==> src/rtl/alu_pkg.sv <==
// Shared definitions for the ALU unit interface: unit select codes, sequencer
// state encoding and shift function codes.
package alu_pkg;

  typedef enum logic [1:0] {
    UNIT_ARITH = 2'b00,
    UNIT_LOGIC = 2'b01,
    UNIT_CMP   = 2'b10,
    UNIT_SHIFT = 2'b11
  } unit_sel_e;

  typedef enum logic [1:0] {
    ST_IDLE  = 2'b00,
    ST_ISSUE = 2'b01,
    ST_WAIT  = 2'b10,
    ST_RESP  = 2'b11
  } seq_state_e;

  typedef enum logic [1:0] {
    SHR_A = 2'b00,
    SHL_A = 2'b01,
    SHR_B = 2'b10,
    SHL_B = 2'b11
  } shift_func_e;

  // Bit i of the result is set for unit code i.
  function automatic logic [3:0] unit_onehot(input unit_sel_e sel);
    logic [3:0] oh;
    oh = 4'b0000;
    oh[sel] = 1'b1;
    return oh;
  endfunction

endpackage

==> src/rtl/alu_unit_select.sv <==
// Decodes the latched unit select into one-hot enables and steers the
// selected unit's flag/result back to the sequencer.
module alu_unit_select
  import alu_pkg::*;
#(
  parameter int WIDTH = 16
) (
  input  unit_sel_e        sel,
  input  logic             issue,
  input  logic [WIDTH-1:0] arith_out,
  input  logic [WIDTH-1:0] logic_out,
  input  logic [WIDTH-1:0] cmp_out,
  input  logic [WIDTH-1:0] shift_out,
  input  logic             arith_flag,
  input  logic             logic_flag,
  input  logic             cmp_flag,
  input  logic             shift_flag,
  output logic             arith_en,
  output logic             logic_en,
  output logic             cmp_en,
  output logic             shift_en,
  output logic             sel_flag,
  output logic [WIDTH-1:0] sel_out
);

  logic [3:0] onehot;

  always_comb begin
    onehot   = unit_onehot(sel);
    arith_en = issue & onehot[UNIT_ARITH];
    logic_en = issue & onehot[UNIT_LOGIC];
    cmp_en   = issue & onehot[UNIT_CMP];
    shift_en = issue & onehot[UNIT_SHIFT];
  end

  // Only the selected unit is observed; stray flags from the others never leak through.
  always_comb begin
    sel_flag = 1'b0;
    sel_out  = '0;
    case (sel)
      UNIT_ARITH: begin sel_flag = arith_flag; sel_out = arith_out; end
      UNIT_LOGIC: begin sel_flag = logic_flag; sel_out = logic_out; end
      UNIT_CMP:   begin sel_flag = cmp_flag;   sel_out = cmp_out;   end
      UNIT_SHIFT: begin sel_flag = shift_flag; sel_out = shift_out; end
      default:    begin sel_flag = 1'b0;       sel_out = '0;        end
    endcase
  end

endmodule

==> src/rtl/alu_cmd_sequencer.sv <==
// Initiator side of the ALU unit interface: takes one command at a time, pulses
// one unit enable, waits (with timeout) for the unit flag and returns the result.
module alu_cmd_sequencer
  import alu_pkg::*;
#(
  parameter int WIDTH   = 16,
  parameter int TIMEOUT = 4
) (
  input  logic             CLK,
  input  logic             RST,
  input  logic             cmd_valid,
  output logic             cmd_ready,
  input  logic [3:0]       cmd_op,
  input  logic [WIDTH-1:0] cmd_a,
  input  logic [WIDTH-1:0] cmd_b,
  output logic [WIDTH-1:0] ALU_A,
  output logic [WIDTH-1:0] ALU_B,
  output logic [1:0]       ALU_FUNC,
  output logic             ARITH_Enable,
  output logic             LOGIC_Enable,
  output logic             CMP_Enable,
  output logic             SHIFT_Enable,
  input  logic [WIDTH-1:0] ARITH_OUT,
  input  logic [WIDTH-1:0] LOGIC_OUT,
  input  logic [WIDTH-1:0] CMP_OUT,
  input  logic [WIDTH-1:0] SHIFT_OUT,
  input  logic             ARITH_Flag,
  input  logic             LOGIC_Flag,
  input  logic             CMP_Flag,
  input  logic             SHIFT_Flag,
  output logic             rsp_valid,
  input  logic             rsp_ready,
  output logic [WIDTH-1:0] rsp_data,
  output logic             rsp_err
);

  localparam int CNT_W = $clog2(TIMEOUT + 1);
  localparam logic [CNT_W-1:0] CNT_LAST = CNT_W'(TIMEOUT - 1);

  seq_state_e       state_q, state_d;
  unit_sel_e        sel_q, sel_d;
  logic [WIDTH-1:0] alu_a_q, alu_a_d;
  logic [WIDTH-1:0] alu_b_q, alu_b_d;
  logic [1:0]       func_q, func_d;
  logic [CNT_W-1:0] cnt_q, cnt_d;
  logic             rsp_valid_q, rsp_valid_d;
  logic [WIDTH-1:0] rsp_data_q, rsp_data_d;
  logic             rsp_err_q, rsp_err_d;

  logic             sel_flag;
  logic [WIDTH-1:0] sel_out;

  alu_unit_select #(.WIDTH(WIDTH)) u_unit_select (
    .sel        (sel_q),
    .issue      (state_q == ST_ISSUE),
    .arith_out  (ARITH_OUT),
    .logic_out  (LOGIC_OUT),
    .cmp_out    (CMP_OUT),
    .shift_out  (SHIFT_OUT),
    .arith_flag (ARITH_Flag),
    .logic_flag (LOGIC_Flag),
    .cmp_flag   (CMP_Flag),
    .shift_flag (SHIFT_Flag),
    .arith_en   (ARITH_Enable),
    .logic_en   (LOGIC_Enable),
    .cmp_en     (CMP_Enable),
    .shift_en   (SHIFT_Enable),
    .sel_flag   (sel_flag),
    .sel_out    (sel_out)
  );

  always_ff @(posedge CLK or negedge RST) begin
    if (!RST) begin
      state_q     <= ST_IDLE;
      sel_q       <= UNIT_ARITH;
      alu_a_q     <= '0;
      alu_b_q     <= '0;
      func_q      <= '0;
      cnt_q       <= '0;
      rsp_valid_q <= 1'b0;
      rsp_data_q  <= '0;
      rsp_err_q   <= 1'b0;
    end else begin
      state_q     <= state_d;
      sel_q       <= sel_d;
      alu_a_q     <= alu_a_d;
      alu_b_q     <= alu_b_d;
      func_q      <= func_d;
      cnt_q       <= cnt_d;
      rsp_valid_q <= rsp_valid_d;
      rsp_data_q  <= rsp_data_d;
      rsp_err_q   <= rsp_err_d;
    end
  end

  always_comb begin
    state_d     = state_q;
    sel_d       = sel_q;
    alu_a_d     = alu_a_q;
    alu_b_d     = alu_b_q;
    func_d      = func_q;
    cnt_d       = cnt_q;
    rsp_valid_d = rsp_valid_q;
    rsp_data_d  = rsp_data_q;
    rsp_err_d   = rsp_err_q;
    case (state_q)
      ST_IDLE: begin
        if (cmd_valid) begin
          alu_a_d = cmd_a;
          alu_b_d = cmd_b;
          func_d  = cmd_op[1:0];
          sel_d   = unit_sel_e'(cmd_op[3:2]);
          state_d = ST_ISSUE;
        end
      end
      ST_ISSUE: begin
        cnt_d   = '0;
        state_d = ST_WAIT;
      end
      // The counter stops at CNT_LAST, so it can never wrap.
      ST_WAIT: begin
        if (sel_flag) begin
          rsp_data_d  = sel_out;
          rsp_err_d   = 1'b0;
          rsp_valid_d = 1'b1;
          state_d     = ST_RESP;
        end else if (cnt_q == CNT_LAST) begin
          rsp_data_d  = '0;
          rsp_err_d   = 1'b1;
          rsp_valid_d = 1'b1;
          state_d     = ST_RESP;
        end else begin
          cnt_d = cnt_q + CNT_W'(1);
        end
      end
      ST_RESP: begin
        if (rsp_ready) begin
          rsp_valid_d = 1'b0;
          state_d     = ST_IDLE;
        end
      end
      default: state_d = ST_IDLE;
    endcase
  end

  assign cmd_ready = (state_q == ST_IDLE);
  assign ALU_A     = alu_a_q;
  assign ALU_B     = alu_b_q;
  assign ALU_FUNC  = func_q;
  assign rsp_valid = rsp_valid_q;
  assign rsp_data  = rsp_data_q;
  assign rsp_err   = rsp_err_q;

endmodule

==> config.mk <==
export PLATFORM = sky130hd
export DESIGN_NAME = alu_cmd_sequencer
export DESIGN_NICKNAME = d
export VERILOG_FILES = /design/src/rtl/alu_pkg.sv /design/src/rtl/alu_unit_select.sv /design/src/rtl/alu_cmd_sequencer.sv
export SDC_FILE = /design/constraint.sdc
export NUM_CORES = 1
export LEC_CHECK = 0
export BUFFER_PORTS_ARGS = -buffer_cell sky130_fd_sc_hd__buf_4
export CORE_MARGIN = 8
export CORE_UTILIZATION = 44
export DETAILED_ROUTE_END_ITERATION = 10
export GPL_TIMING_DRIVEN = 0
export HOLD_SLACK_MARGIN = 0.02
export MAX_ROUTING_LAYER = met4
export PLACE_DENSITY = 0.8
export SLEW_MARGIN = 40
export SYNTH_ARGS = -nofsm -noshare
export SYNTH_HDL_FRONTEND = slang
export SYNTH_SLANG_ARGS = --single-unit
export TNS_END_PERCENT = 20
==> constraint.sdc <==
create_clock -name CLK -period 2.1 [get_ports CLK]
set_clock_uncertainty 0.15 [all_clocks]
set_input_delay 0.42 -clock CLK [delete_from_list [all_inputs] [get_ports CLK]]
set_output_delay 0.42 -clock CLK [all_outputs]
set_load 0.01 [all_outputs]
==> results of run 1 <==
## metrics by stage
step           setup WS [ps]  power, µW
2_1_floorplan            178       4000
3_3_place_gp            12.6       5320
3_5_place_dp           -57.8       5430
4_1_cts                 5.85       6460
5_1_grt                 8.76       6910
6_report                95.3       6480
## how the worst max path moves through the flow
stage                     startpoint            to  slack, ps  cells after the start
after global placement    state_q[0]   rsp_data[1]         10                      8
after floorplan             cnt_q[0]   rsp_data[1]        180                      8
final                       sel_q[0]  ARITH_Enable        100                      4
after CTS                   cnt_q[0]  rsp_data[13]          6                      8
after detailed placement  state_q[0]  rsp_data[13]        -60                      8
after global routing        sel_q[0]  ARITH_Enable          9                      4
## state kept, by name (all words and copies together) (netlist names), 2 cells and up
name / cells
ALU_A: 16
sel_q: 2
cnt_q: 3
ALU_B: 16
ALU_FUNC: 2
state_q: 2
rsp_data: 16
## kinds of logic (layout without fill, tap and decap cells)
kind of cell / Yosys count / in the layout / share of synthesized area [%]
adders and majority gates: 6 / 6 / 2.60
xor gates and xnor gates: 1 / 1 / 0.303
buffers and inverters: 34 / 216 / 5.93
muxes: 57 / 57 / 28.4
and+or+nand+nor: 19 / 19 / 3.38
DFF: 59 / 59 / 51.1
AOI/OAI and AO/OA: 25 / 25 / 8.31
## layout make-up
cell class	instances	area, µm²
plain buffers	12	92.6
clock buffers	10	138
clock inverters	6	65.1
fillers	471	1890
inverters	21	78.8
multi-input cells	108	1250
flip-flops and latches	59	1480
well taps	77	96.3
repair buffers	167	1270
## power groups by stage
stage | logic, µW | clock network [µW] | registers [µW]
floorplan | 1760 | 0 | 2230
global placement | 3320 | 0 | 1990
detailed placement | 3410 | 0 | 2030
CTS | 3400 | 1060 | 2010
global route | 3730 | 1110 | 2080
finish | 3440 | 1030 | 2010
## cells in the final DEF (no fill, tap or decap), types with 2 or more instances in the layout
| cell | synthesis | layout |
|---|---|---|
| or2_1 | 2 | 2 |
| buf_12 | 1 | 2 |
| clkbuf_8 | 0 | 10 |
| buf_4 | 1 | 167 |
| nand2_1 | 7 | 6 |
| mux4_2 | 16 | 16 |
| ha_1 | 6 | 5 |
| mux2i_1 | 3 | 3 |
| mux2_2 | 37 | 37 |
| buf_2 | 7 | 6 |
| nor2_1 | 2 | 2 |
| buf_6 | 2 | 2 |
| inv_1 | 21 | 21 |
| nor2b_1 | 2 | 2 |
| clkinvlp_4 | 0 | 4 |
| dfrtp_1 | 59 | 59 |
| o2bb2ai_1 | 16 | 16 |
| a21o_1 | 2 | 2 |
## routing by layer
layer | track usage [%] | up-vias
met1 | 19.5 | 1154
met2 | 29.9 | 105
met5 | - | -
li1 | - | 1083
met3 | 5.62 | 16
met4 | 6.51 | 0
## repair_timing
action                                 in CTS  in global routing
buffers inserted                            0                  3
setup endpoints to repair                  13                 41
gates resized for setup                     1                  3
endpoints found under the hold margin       0                  0
pin swaps                                   0                  1
==> run_results.csv, run 1 <==
group,metric,value,unit
status,outcome,"finished with violations",
status,violations,"negative hold slack",
timing,fmax,0.499,GHz
drt,dr_wl_met2,4240,µm
logic_synthesis,synth_nets,315,
global_route,grt_pass1_wl,13200,µm
global_route,grt_start_max_net_pins,60,
setup_path,cp.required,1530,ps
timing,slew_violations,0,
logic_synthesis,synth_edf_count,0,
logic_synthesis,synth_area,2890,µm²
cts,clk_pin_slew,70,ps
setup_path,worstPathCellList,"buf_2 -> clkbuf_4 -> nor3b_1 -> buf_4",
finish,fin_nets,492,
setup_path,critPathKind,"reg2out",
logic_synthesis,ys.warnings.count,0,
setup_path,ff2ff_setup_slack,120,ps
logic_synthesis,yosysMostFrequentCell,"dfrtp_1",
drt,drtIter0Drc,43,
logic_synthesis,synth_cell_types,32,
setup_path,cp-end-kind,"primary output",
power_and_ir_drop,p_clk_share,15.9,%
logic_synthesis,netlist_top_cells_count,"dfrtp_1 (59), mux2_2 (37), inv_1 (21)",
finish,syn_to_final_growth,54.3,%
setup_path,crit_slowest_cell,"dfrtp_1",
timing,finalHoldViolCount,6,
floorplanning,die_height,97.1,µm
cts,clockBufferDepth,2,
finish,finalInstanceArea,4460,µm²
timing,setup_viol,0,
floorplanning,coreArea,6350,µm²
timing,layout_min_cycle_time,2000,ps
placement,portBuffers,164,
power_and_ir_drop,pwr-share-comb,53.1,%
logic_synthesis,synthTopCellsByArea,"dfrtp_1 (51%), mux2_2 (14%), mux4_2 (12%)",
floorplanning,io_pins,165,
setup_path,r2r_start,"cnt_q[0]",
cts,hold_buffers,0,
floorplanning,die_w,97.1,µm
power_and_ir_drop,p_leak,0.00223,µW
timing,worst_pin_slew,735,ps
drt,drtAntennaViolNets,0,
power_and_ir_drop,pwr_density_cell,1450,nW/µm²
drt,routed_wl,8360,µm
setup_path,rr_worst_depth,7,
cts,cts_htree_levels,3,
logic_synthesis,avgSynthCellArea,14.4,µm²
drt,drc,0,
placement,dp_hpwl,6790,µm
timing,holdWs,-19.5,ps
setup_path,slowest_delay,360,ps
global_route,grt_overflow,0,
global_route,grt_pass1_vias,2587,
drt,viasPerCell,5.13,
placement,placed_area,4220,µm²
global_route,grt_antenna_before_repair,0,
power_and_ir_drop,seq_power_share,31.0,%
logic_synthesis,dominantRegCellSynth,"dfrtp_1",
floorplanning,initial_core_util,45.5,%
drt,wl_met1,3260,µm
timing,relSlewSlack,51.0,%
finish,diodes,0,
setup_path,crit-reg2reg-capture,"state_q[1]",
finish,drive_above_1_share,66.3,%
logic_synthesis,ys_seq_elements,59,
setup_path,crit_fanout,10,
placement,dp_cells,442,
drt,top_layer,"met4",
logic_synthesis,synth_seq_area_share,51.1,%
cts,cts_tree,"yes",
power_and_ir_drop,p_int,4250,µW
global_route,track_usage,17.9,%
setup_path,cp.buffers_inverters,3,
drt,vias,2358,
cts,cts_made_buffers,9,
placement,gp_congestion,0.770,
setup_path,cp_top_family,"buffers and inverters",
timing,rsz0062_at_grt,"no",
worst_hold_path,hold_class,"in2async",
logic_synthesis,syn_inst,201,
floorplanning,rows,29,
timing,finalCritPeriodShare,95.5,%
setup_path,cp.arrival,1430,ps
finish,instances_no_fill,460,
drt,wl_met3,682,µm
drt,wl_per_cell,18.2,µm
logic_synthesis,async_flop_share,100,%
logic_synthesis,synth_top_area_share,51.1,%
power_and_ir_drop,p_sw_share,34.4,%
finish,utilization,70.3,%
floorplanning,dieArea,9420,µm²
power_and_ir_drop,p_switching,2230,µW
job,drv_cap,0,
drt,drt_pass1_iterations,4,
cts,cts.sinks,59,
power_and_ir_drop,ir_worst_vdd,907,µV
logic_synthesis,synth_top_area_cell,"dfrtp_1",
cts,clk_latency,320,ps
cts,cts_root_buf,"clkbuf_8",
timing,fin_tns_setup,0,ps
setup_path,start_kind,"register",
(Power assumes the default switching activity.)
==> run 2, diff against run 1 <==
Settings changed: BUFFER_PORTS_ARGS -buffer_cell sky130_fd_sc_hd__buf_4 to -buffer_cell sky130_fd_sc_hd__buf_2.
==> run 2 against run 1 <==
Compared with the run above: first-iteration DRC count up 12%; sequential share of layout area up 3.6 points; the flow now finishes without violations; combinational power down 10%; critical path depth up 3; die area unchanged; count of clock-buffer cells in the layout up 2; non-clock buffer count up 3; sequential cell count unchanged.
==> run_results.csv, run 2 (synthesized netlist as in run 1, its figures left out) <==
group,metric,value,unit
status,outcome,"complete, no violations",
floorplanning,die_w,97.1,µm
drt,drtIter0Drc,48,
timing,worst_pin_slew,531,ps
placement,place_ws,11.7,ps
timing,layout_min_cycle_time,2060,ps
placement,gp_congestion,0.802,
cts,cts_htree_levels,3,
finish,diodes,0,
finish,layout_common_cells,"buf_2 (169), dfrtp_1 (59), mux2_2 (37), inv_1 (21)",
setup_path,crit-reg2reg-capture,"state_q[1]",
drt,routed_wl,8010,µm
cts,clk_latency,320,ps
timing,finalCritPeriodShare,97.9,%
global_route,grt_overflow,0,
floorplanning,initial_core_util,45.5,%
finish,layout_commonest_cell,"buf_2",
floorplanning,die_height,97.1,µm
finish,syn_to_final_growth,39.3,%
cts,clockBufferDepth,2,
global_route,track_usage,17.3,%
floorplanning,rows,29,
floorplanning,io_pins,165,
floorplanning,dieArea,9420,µm²
setup_path,cp-end-kind,"register",
cts,cts_made_buffers,9,
setup_path,ff2ff_setup_slack,40,ps
timing,fin_tns_setup,0,ps
setup_path,critPathKind,"reg2reg",
cts,clk_pin_slew,60,ps
drt,drt_pass1_iterations,4,
power_and_ir_drop,pwr_density_cell,1470,nW/µm²
timing,setup_viol,0,
drt,drtAntennaViolNets,0,
setup_path,critPathLaunch,"cnt_q[0]",
placement,dp_hpwl,6530,µm
setup_path,cp.arrival,2110,ps
setup_path,endpoint,"state_q[1]",
power_and_ir_drop,p_leak,0.00210,µW
floorplanning,coreArea,6350,µm²
timing,fmax,0.486,GHz
timing,relSlewSlack,64.6,%
global_route,grt_pass1_vias,2604,
finish,drive_above_1_share,65.7,%
drt,wl_per_cell,17.3,µm
power_and_ir_drop,ir_worst_vdd,914,µV
setup_path,crit_fanout,6,
drt,viasPerCell,5.01,
finish,fin_nets,495,
global_route,grt_pass1_wl,12800,µm
setup_path,start_kind,"register",
finish,multi_input_area,1250,µm²
drt,drc,0,
job,drv_cap,0,
timing,post-route-worst-setup-slack,44.3,ps
worst_hold_path,hold_class,"in2reg",
setup_path,cp.required,2160,ps
finish,seqCellArea,1480,µm²
cts,cts_tree,"yes",
setup_path,r2r_start,"cnt_q[0]",
timing,slew_violations,0,
global_route,grt_antenna_before_repair,0,
timing,finalHoldViolCount,0,
finish,fillCellCount,535,
global_route,grt_start_max_net_pins,60,
placement,portBuffers,164,
setup_path,rr_worst_depth,7,
drt,vias,2313,
cts,cts.sinks,59,
cts,cts_root_buf,"clkbuf_8",
-- run 2: cell types whose count changed in the layout (fill, tap and decap cells not counted) --
cell and delta:
buf_12 -1, clkinv_2 +2, clkbuf_1 +2, clkinvlp_4 -4, buf_2 +163, buf_4 -160, buf_6 +1, dlygate4sd3_1 +1
clkbuf_4 -1, bufinv_16 -1
-- run 2: power by group --
part           switching (µW)  internal, µW  leakage (µW)
logic                    1460          1630       0.00130
registers                 277          1710      0.000714
clock network             396           448     0.0000860
-- run 2: worst max-delay path, cell delays in order, from the launching register on --
cell,delay (ps)
dfrtp_1,400
ha_1,210
ha_1,210
or2_1,250
o2bb2ai_4,230
buf_4,160
a221oi_2,60
mux2_2,280
-- run 2: how the worst min path moves through the flow --
stage,startpoint,end,slack [ps],depth (start not counted)
after floorplan,RST,ALU_A[0],-30,0
after global placement,rsp_data[7],rsp_data[7],320,1
final,cmd_b[7],ALU_B[7],180,2
after global routing,cmd_a[1],ALU_A[1],150,2
after detailed placement,rsp_data[15],rsp_data[15],320,1
after CTS,RST,rsp_data[5],30,1
-- run 2: cell type report --
| type | count | share of cell area [%] |
|---|---|---|
| flip-flops and latches | 59 | 36.7 |
| multi-input cells | 108 | 31.0 |
| repair buffers | 170 | 21.7 |
| clock buffers | 12 | 3.60 |
| well taps | 77 | 2.39 |
| plain buffers | 12 | 2.30 |
| inverters | 21 | 1.96 |
| clock inverters | 3 | 0.373 |
-- run 2: per-stage QoR --
stage	instance area (µm²)	std cells	util [%]	hold WS, ps	total power (µW)
after CTS	3970	456	62.5	31.0	5900
after floorplan	2890	201	-	-25.6	4000
after detailed placement	3810	442	60.0	321	5050
after global routing	4030	462	63.4	154	6330
final	4030	462	63.4	177	5920
after global placement	3810	442	60.0	317	4940
-- run 2: routing by layer --
layer  global-route usage [%]  vias to the layer above  routed length, µm
li1                         -                     1087                  -
met1                     18.4                     1124               3090
met5                        -                        -                  0
met2                     29.7                       95               4210
met4                     3.91                        0                 63
met3                     6.69                        7                645
-- run 2: timing repair --
item / in CTS / in global routing
hold endpoints to repair: 0 / 59
setup buffers: 0 / 5
hold buffers: 0 / 1
resized for setup: 1 / 4
endpoints found under the setup margin: 5 / 14
pin swaps: 1 / 2
==> run 3, diff against run 2 <==
Settings changed: CTS_BUF_LIST from default to sky130_fd_sc_hd__clkbuf_4 sky130_fd_sc_hd__clkbuf_8 sky130_fd_sc_hd__clkbuf_16, SLEW_MARGIN 40 to default.
==> run 3 against run 2 <==
Compared with the run above: count of clock-buffer cells in the layout rose by 2; routed wire length rose by 0.97%; combinational power barely moved; final area barely moved; sequential share of layout area barely moved; register-to-register slack improved by 20 ps; via count fell by 0.61%; maximum frequency rose by 0.76%; non-clock buffer count fell by 2; first-iteration DRC count fell by 17%; final cell count fell by 0.22%; core utilization barely moved.
==> run_results.csv, run 3 (synthesized netlist as in run 1, its figures left out) <==
group,metric,value,unit
status,outcome,"complete, no violations",
cts,hold_buffers,0,
power_and_ir_drop,pwr-share-comb,51.3,%
global_route,track_usage,17.6,%
worst_hold_path,hold_class,"in2async",
drt,viasPerCell,4.99,
timing,rsz0062_at_grt,"yes",
timing,worst_pin_slew,721,ps
setup_path,r2r_start,"cnt_q[0]",
global_route,grt_pass1_vias,2619,
drt,drc,0,
placement,dp_hpwl,6550,µm
setup_path,crit_top_cell,"ha_1",
global_route,grt_antenna_before_repair,0,
cts,cts_tree,"yes",
timing,finalCritPeriodShare,97.2,%
timing,setup_viol,0,
timing,fmax,0.490,GHz
setup_path,ff2ff_setup_slack,60,ps
setup_path,critPathLaunch,"cnt_q[0]",
finish,instances_no_fill,461,
floorplanning,die_w,97.1,µm
timing,finalHoldViolCount,0,
power_and_ir_drop,p_switching,2140,µW
power_and_ir_drop,p_int,3860,µW
cts,cts_root_buf,"clkbuf_8",
power_and_ir_drop,power,6000,µW
setup_path,slowest_delay,410,ps
drt,vias,2299,
floorplanning,io_pins,165,
drt,drtAntennaViolNets,0,
cts,clk_pin_slew,60,ps
power_and_ir_drop,ir_worst_vdd,835,µV
setup_path,start_kind,"register",
finish,drive_above_1_share,66.4,%
floorplanning,coreArea,6350,µm²
placement,dp_cells,442,
finish,fin_nets,493,
floorplanning,rows,29,
job,drv_cap,0,
floorplanning,die_height,97.1,µm
setup_path,crit_fanout,6,
setup_path,cp_top_family,"adder cells",
finish,diodes,0,
setup_path,critPathKind,"reg2reg",
finish,syn_to_final_growth,39.4,%
finish,layout_commonest_cell,"buf_2",
timing,layout_min_cycle_time,2040,ps
placement,gp_congestion,0.802,
floorplanning,dieArea,9420,µm²
cts,clk_latency,320,ps
setup_path,cp-end-kind,"register",
setup_path,crit-reg2reg-capture,"state_q[1]",
global_route,grt_start_max_net_pins,60,
global_route,grt_overflow,0,
floorplanning,initial_core_util,45.5,%
power_and_ir_drop,p_clk_share,15.6,%
finish,layout_common_cells,"buf_2 (169), dfrtp_1 (59), mux2_2 (37), inv_1 (21)",
global_route,grt_pass1_wl,13100,µm
drt,wl_per_cell,17.6,µm
power_and_ir_drop,pwr_density_cell,1490,nW/µm²
drt,routed_wl,8090,µm
setup_path,cp.buffers_inverters,1,
power_and_ir_drop,p_sw_share,35.7,%
setup_path,cp.arrival,2100,ps
drt,drtIter0Drc,40,
setup_path,crit_slowest_cell,"dfrtp_1",
timing,slew_violations,0,
cts,clockBufferDepth,2,
setup_path,cp.required,2160,ps
drt,drt_pass1_iterations,4,
cts,cts_made_buffers,9,
timing,relSlewSlack,51.9,%
power_and_ir_drop,seq_power_share,33.2,%
timing,holdWs,5.10,ps
cts,cts.sinks,59,
finish,fillCellCount,525,
setup_path,endpoint,"state_q[1]",
setup_path,worstPathCellList,"ha_1 -> ha_1 -> or2_1 -> o2bb2ai_4 -> buf_4 -> a221oi_2 -> mux2_2",
power_and_ir_drop,p_leak,0.00211,µW
setup_path,crit_cells,7,
cts,cts_htree_levels,3,
placement,portBuffers,164,
setup_path,rr_worst_depth,7,
[run 3: changes by cell type in the layout (fill, tap and decap cells not counted), sizes merged]
| cell | delta |
|---|---|
| clkbuf | +2 |
| buf | -1 |
| clkinv | -1 |
| dlygate4sd3 | -1 |
[run 3: how the worst min path moves through the flow]
| stage | from | to | cells after the start |
|---|---|---|---|
| floorplan | RST | ALU_A[0] | 0 |
| global placement | rsp_data[7] | rsp_data[7] | 1 |
| detailed placement | rsp_data[3] | rsp_data[3] | 1 |
| CTS | cmd_b[5] | ALU_B[5] | 2 |
| global route | RST | rsp_data[5] | 1 |
| finish | RST | rsp_data[5] | 1 |
[run 3: metrics by stage]
| step | instance area [µm²] | TNS, ps | setup slack (ps) | utilization (%) |
|---|---|---|---|---|
| 2_1_floorplan | 2890 | 0 | 178 | - |
| 3_3_place_gp | 3810 | 0 | 28.9 | 60.0 |
| 3_5_place_dp | 3810 | -92.4 | -15.6 | 60.0 |
| 4_1_cts | 3990 | 0 | 4.71 | 62.8 |
| 5_1_grt | 4030 | -24.8 | -21.2 | 63.5 |
| 6_report | 4030 | 0 | 59.7 | 63.5 |
[run 3: worst register-to-register path: stages (launching register included)]
cell and delay (ps):
dfrtp_1 410, ha_1 210, ha_1 200, or2_1 250, o2bb2ai_4 220, buf_4 150
a221oi_2 60, mux2_2 280
[run 3: per-layer routing]
layer / routed length [µm] / GRT usage, %
met3: 529 / 6.05
met2: 4260 / 30.1
met4: 40 / 3.55
met5: 0 / -
met1: 3270 / 19.5
[run 3: power by group through the flow]
stage	clock network, µW	registers [µW]	logic, µW
2_1_floorplan	0	2230	1760
3_3_place_gp	0	1960	2970
3_5_place_dp	0	2010	3050
4_1_cts	967	1990	3040
5_1_grt	1020	2060	3340
6_report	933	1990	3070
[run 3: layout make-up]
cell class	count	area, µm²	share of cell area, %
sequential	59	1480	36.6
inverter	21	78.8	1.96
timing repair buffer	168	853	21.2
clock buffer	14	174	4.32
tap	77	96.3	2.39
buffer	12	92.6	2.30
clock inverter	2	10.0	0.248
multi-input combinational	108	1250	31.0
[run 3: timing repair]
action / in CTS / in global routing
setup endpoints to repair: 13 / 14
pin swaps: 1 / 1
setup buffers: 0 / 4
resized for setup: 1 / 4
